[src/rtl/pc_sequencer.sv]
// pc_sequencer: owns the PC and picks the next fetch address from sequential, branch, jump, JR,
// exception and ERET sources, with a small boot/exception/handler FSM.
module pc_sequencer #(
  parameter logic [31:0] RESET_VECTOR = 32'h0000_0000,
  parameter logic [31:0] EXC_VECTOR   = 32'h8000_0180
) (
  input  logic        clk,
  input  logic        rst_n,
  input  logic        stall,
  input  logic [31:0] instr,
  input  logic        is_branch,
  input  logic        branch_taken,
  input  logic        is_jump,
  input  logic        is_jr,
  input  logic [31:0] rs_data,
  input  logic        is_eret,
  input  logic        exc_req,
  input  logic [4:0]  exc_code,
  output logic [31:0] pc,
  output logic [31:0] pc_plus4,
  output logic        fetch_valid,
  output logic        flush,
  output logic [31:0] epc,
  output logic [4:0]  cause,
  output logic        in_handler
);
  localparam logic [1:0] S_BOOT    = 2'd0;
  localparam logic [1:0] S_RUN     = 2'd1;
  localparam logic [1:0] S_EXC     = 2'd2;
  localparam logic [1:0] S_HANDLER = 2'd3;
  logic [1:0]  state_q, state_d;
  logic [31:0] pc_q, pc_d, epc_q, epc_d;
  logic [4:0]  cause_q, cause_d;
  logic        flush_q, flush_d, in_handler_q, in_handler_d;
  logic        active, masked, jr_bad, take_exc;
  logic        unused;
  assign unused      = ^instr[31:26];
  assign pc          = pc_q;
  assign pc_plus4    = pc_q + 32'd4;
  assign fetch_valid = active;
  assign flush       = flush_q;
  assign epc         = epc_q;
  assign cause       = cause_q;
  assign in_handler  = in_handler_q;
  assign active      = (state_q == S_RUN) || (state_q == S_HANDLER);
  assign masked      = state_q == S_HANDLER;
  assign jr_bad      = is_jr && (rs_data[1:0] != 2'b00);
  // A misaligned JR only faults when the stall lets it issue; external requests ignore stall.
  assign take_exc    = active && !masked && (exc_req || (!stall && jr_bad));
  always_comb begin
    state_d      = state_q;
    pc_d         = pc_q;
    epc_d        = epc_q;
    cause_d      = cause_q;
    in_handler_d = in_handler_q;
    flush_d      = 1'b0;
    if (state_q == S_BOOT) begin
      state_d = S_RUN;
    end else if (state_q == S_EXC) begin
      state_d = S_HANDLER;
    end else if (take_exc) begin
      epc_d        = pc_q - 32'd4;
      cause_d      = exc_req ? exc_code : 5'd4;
      pc_d         = EXC_VECTOR;
      state_d      = S_EXC;
      in_handler_d = 1'b1;
      flush_d      = 1'b1;
    end else if (!stall) begin
      flush_d = (is_eret && masked) || is_jr || is_jump || (is_branch && branch_taken);
      if (is_eret && masked) begin
        pc_d         = epc_q;
        in_handler_d = 1'b0;
        state_d      = S_RUN;
      end else if (is_jr) begin
        pc_d = rs_data;
      end else if (is_jump) begin
        pc_d = {pc_plus4[31:28], instr[25:0], 2'b00};
      end else if (is_branch && branch_taken) begin
        pc_d = pc_plus4 + {{14{instr[15]}}, instr[15:0], 2'b00};
      end else begin
        pc_d = pc_plus4;
      end
    end
  end
  always_ff @(posedge clk or negedge rst_n) begin
    if (!rst_n) begin
      state_q      <= S_BOOT;
      pc_q         <= RESET_VECTOR;
      epc_q        <= 32'd0;
      cause_q      <= 5'd0;
      flush_q      <= 1'b0;
      in_handler_q <= 1'b0;
    end else begin
      state_q      <= state_d;
      pc_q         <= pc_d;
      epc_q        <= epc_d;
      cause_q      <= cause_d;
      flush_q      <= flush_d;
      in_handler_q <= in_handler_d;
    end
  end
endmodule

[config.mk]
export PLATFORM = sky130hd
export DESIGN_NAME = pc_sequencer
export DESIGN_NICKNAME = d
export VERILOG_FILES = /design/src/rtl/pc_sequencer.sv
export SDC_FILE = /design/constraint.sdc
export NUM_CORES = 1
export LEC_CHECK = 0
export BUFFER_PORTS_ARGS = -buffer_cell sky130_fd_sc_hd__buf_2
export CORE_ASPECT_RATIO = 1.25
export CORE_MARGIN = 3
export CORE_UTILIZATION = 38
export CTS_CLUSTER_SIZE = 12
export DETAILED_ROUTE_END_ITERATION = 12
export PLACE_DENSITY_LB_ADDON = 0.3
export SYNTH_ARGS = -nofsm -noshare
export SYNTH_HDL_FRONTEND = slang
export SYNTH_SLANG_ARGS = --single-unit
[constraint.sdc]
create_clock -name clk -period 5.1 [get_ports clk]
set_input_delay 0.765 -clock clk [delete_from_list [all_inputs] [get_ports clk]]
set_output_delay 0.765 -clock clk [all_outputs]
set_load 0.005 [all_outputs]
Yosys cells after proc, flatten, opt, wreduce, memory -nomap -nowiden
Cells that the tools add are included.

$add $sub $neg: 3. Eq/ne operators: 5. Reductions and logical operators: 21. Mux-type cells: 19. Bitwise gates (word level): 2.

Operators with widths (count): $mux 32 (6); $add 32x3->32 const B (1); $add 32x32->32 (1); $sub 32x3->32 const B (1); $mux 2 (5); $mux 1 (7); $logic_and 1x1->1 (6); $reduce_and 3->1 (2); $logic_or 1x1->1 (5); $mux 5 (1); $eq 2x2->1 const B (2); $ne 4x1->1 const B (1); $reduce_and 4->1 (1); $reduce_bool 2->1 (2); $reduce_bool 4->1 (1); $eq 2x1->1 const B (1); $logic_not 1->1 (2); $logic_not 2->1 (1); $ne 2x1->1 const B (1); $not 1->1 (2); $reduce_and 2->1 (1).

Input bits: 78. Logic and storage cells: 56. Flip-flop bits (word level): 73.

Logic depth before layout (Yosys ltp)
Depth in word-level cells: 9. Mapped depth: 18. Mapped depth without buffers: 16.

Least setup slack after synthesis
Ideal clock, no wire load.

Path type: reg-to-reg. From: register pc_q[4] (netlist: pc[4]). To: register pc_q[26] (netlist: pc[26]). Cell stages (with the launch flop): 16. Path slack: 1.046 ns. Arrival time: 3.928 ns. Clock period less this slack: 4.054 ns. Setup time: 0.126 ns. Cells stage by stage: dfrtp_1 -> clkbuf_1 -> and3_1 -> nor3b_1 -> and3_1 -> nand3_1 -> xnor2_1 -> ha_1 -> and3_1 -> a31o_2 -> a21oi_1 -> o21ai_1 -> a21boi_1 -> o21ai_1 -> xor2_1 -> a221o_1.

Cells in the longest elaborated chain, start to end: 8.

RTL lines: start: declaration (line 32) `logic [31:0] pc_q, pc_d, epc_q, epc_d;`; start signal: assignment (line 95) `pc_q <= pc_d;`; $add 32x3->32 (line 39) `assign pc_plus4 = pc_q + 32'd4;`; via pc_plus4[14] (line 20) `output logic [31:0] pc_plus4,`; $add 32x32->32 (line 79) `pc_d = pc_plus4 + {{14{instr[15]}}, instr[15:0], 2'b00};`; $mux 32 (line 78) `end else if (is_branch && branch_taken) begin`; $mux 32 (line 76) `end else if (is_jump) begin`; $mux 32 (line 74) `end else if (is_jr) begin`; $mux 32 (line 70) `if (is_eret && masked) begin`; $mux 32 (line 68) `end else if (!stall) begin`; $mux 32 (line 61) `end else if (take_exc) begin`.

The timed path passes the listed nets, and every way through them passes these cells. The select of a mux whose other input is x is not followed. A chain may end at the register's enable or synchronous reset.

Worst setup path after layout
From: register pc_q[2] (netlist: pc[2]). To: register pc_q[31] (netlist: pc[31]).

Cells in the longest elaborated chain, start to end: 8.

RTL lines (line): $add 32x3->32 (*) (39); $add 32x32->32 (79); $mux 32 (78); $mux 32 (*) (76); $mux 32 (*) (74); $mux 32 (*) (70); $mux 32 (*) (68); $mux 32 (*) (61).

Mark *: on every way between the ends. The rest lies on a longest branch, timed or not. The select of a mux whose other input is x is not followed.

==> out/results.ini <==
[yosys]
synth_area_mm2 = 0.00629
synthAdderAreaFrac_pct = 7.68
yosysUniqueCellTypes = 70
synth_xor_area_share_pct = 10.2
syn_avg_cell_area_um2 = 7.75
synth_nets = 928
synth_edf_count = 0
synth_top_family_by_area = compound AO/OA/AOI/OAI gates
netlist_instances = 812
yosysSeqAreaShare_pct = 29.0
ys_async_sr_fraction_pct = 100
yosysWarnings = 0
synthFlopType = dfrtp_1
ys_ff_latch = 73
yosys-mux-area-fraction_pct = 0.955
synth_compound_area_share_pct = 24.5
yosys.area_share.simple_pct = 23.2

[setup_path]
crit_required_ps = 5340
rr_worst_depth = 16
end_kind = flop
r2r_start = pc[2]
critical_path_class = reg2reg
crit_fanout = 9
crit_arrival_ps = 4570
reg2reg_to = pc[31]
start_kind = flop
rrSetupSlack_ps = 770

[cells_and_area]
layout_common_cells = 174 x buf_2, 114 x nand2_1, 73 x dfrtp_1
layout.nets = 1069
layout-drive-gt1-share_pct = 22.6
postLayoutCellArea_mm2 = 0.00761
layout.cells.non_filler = 1170
layout_commonest_cell = buf_2
nFillCells = 1615
syn2layout_area_growth_pct = 21.0

[clock_tree]
clockRootBuffer = clkbuf_16
holdBufCountCts = 0
postCtsSetupRepairBufs = 0
clk_pin_slew_ps = 60
cts_resized = 0
cts_tree = done
insertion_delay_ps = 340
clock_path_buffers = 2
h-tree-depth = 3
cts_sinks = 73
cts_buffers = 9

[routing]
first_iter_violations = 520
wl_um = 22500
drc = 0
viasPerCell = 5.70
wl_per_cell_um = 19.2
dr.pass1.iters = 5
vias = 6664
ant_nets = 0

[grt]
first_global_vias = 6446
met2_usage_pct = 42.9
grt_first_pass_wirelength_um = 35000
grt_busiest_layer = met2
grt_usage_pct = 24.6
grt_antenna_before_repair = 1
gr-usage-met3_pct = 5.56
use_met1_pct = 30.2
overflow = 0
grt_max_degree = 74

[sta]
skew_ps = 6.89
period_minus_slack_ps = 4330
hold_viol_final = 0
worst_pin_slew_ps = 1070
rsz0062_at_grt = false
setup_viol = 0
slew_viol_final = 0
worst_slack_ps = 769
max_freq_ghz = 0.231
slew_headroom_pct = 28.6
setup_tns_ps = 0
finalCritPeriodShare_pct = 84.9

[placement]
dpl.hpwl_um = 17300
placed_cell_area_mm2 = 0.00730
portBuffers = 175
gp_congestion = 0.892
place_inst = 1154
pre_cts_ws_ps = 844

[floorplan]
die_y_um = 150
fp-row-count = 51
die_x_um = 121
start_util_pct = 39.6
ioPinCount = 182
coreArea_mm2 = 0.0159
dieArea_mm2 = 0.0181

[power]
cellLeakagePower_nw = 3.49
power_density_mw_per_mm2 = 605
ir_drop_mv = 0.384
power_mw = 4.60

[min_path]
hold_path.class = reg2reg
hold-path-cell-count = 2
holdPathEnd = cause[4]
hp-start = cause[4]

[job]
drv_cap = 0

[run_status]
outcome = complete, no violations

state kept, by name, summed over array words and instances, names as in the netlist, named ones only:
| register | flops |
|---|---|
| state_q | 1 |
| epc | 32 |
| pc | 32 |
| flush | 1 |
| cause | 5 |
| in_handler | 1 |
per-layer routing:
layer | part of all wire (%) | routed length [um]
met4 | 2.2 | 504
met2 | 50 | 11200
met5 | 0.058 | 13
met1 | 40 | 8880
met3 | 8.4 | 1880
logic make-up after synthesis:
| group | Yosys count |
|---|---|
| buf+inv | 71 |
| compound gates | 248 |
| mux | 6 |
| xor+xnor | 73 |
| simple gates | 303 |
| fa+ha+maj | 38 |
| flops | 73 |
worst max path at each step:
stage	from	to	slack, ps	cells after the start
after detailed placement	pc[2]	pc[31]	840	16
final	pc[2]	pc[31]	770	16
after floorplan	pc[4]	pc[26]	1050	15
after CTS	pc[2]	pc[31]	810	16
after global routing	pc[4]	pc[31]	330	13
after global placement	pc[2]	pc[31]	900	16
final cells by class:
cell class	instances	area [um2]	area share [%]
multi-input combinational	668	4180	55.0
sequential	73	1830	24.0
timing repair buffer	187	968	12.7
tap	212	265	3.49
clock buffer	12	246	3.24
clock inverter	3	65.1	0.855
inverter	14	52.6	0.690
antenna	1	2.50	0.0329
cells in the mapped netlist, drive strengths merged, types with 3 or more instances:
cell	number	share of area (%)
a21o	10	1.2
buf	7	0.72
a31oi	6	0.60
nand2b	6	0.72
and3	18	1.8
a31o	3	0.42
mux2i	6	0.95
nor2b	4	0.40
or4	7	0.95
o21a	5	0.60
o211ai	11	1.3
a21oi	69	5.5
xor2	23	3.2
clkbuf	50	3.0
o31ai	9	1.1
a22oi	3	0.36
o311ai	4	0.56
nor3b	3	0.36
o221ai	3	0.42
a222oi	6	0.95
nand4	11	1.1
o21ai	76	6.1
ha	37	7.4
nand2	114	6.8
nor4	7	1.0
inv	12	0.72
nor3	21	1.9
a211oi	7	0.84
nor2	71	4.2
nand3	27	2.1
xnor2	50	7.0
a221oi	6	0.84
dfrtp	73	29
o22ai	12	1.2
and2	4	0.40
or3	6	0.76
report_power, final:
part	switching, mW	total, mW	leakage, nW	internal [mW]
clock	0.238	0.677	0.153	0.438
sequential	0.413	1.26	0.888	0.848
combinational	1.53	2.67	2.45	1.13
total	2.18	4.60	3.49	2.42
critical path, cell delays in order (launching register included):
cell and delay [ps]:
dfrtp_1 530, ha_1 240, and3_1 220, nor3b_1 210, buf_4 190, and3_1 190, nand3_1 100, xnor2_1 290
ha_1 370, a21o_1 240, a31o_2 220, a31oi_1 250, a311oi_1 180, o41ai_1 390, xnor2_1 170, and3_1 220
o31ai_1 230
stage by stage:
| step | hold slack, ps | utilization (%) |
|---|---|---|
| 2_1_floorplan | 463 | - |
| 3_3_place_gp | 450 | 45.9 |
| 3_5_place_dp | 455 | 45.9 |
| 4_1_cts | 468 | 47.9 |
| 5_1_grt | 495 | 47.9 |
| 6_report | 467 | 47.9 |
Power figures use the tool's default switching activity.
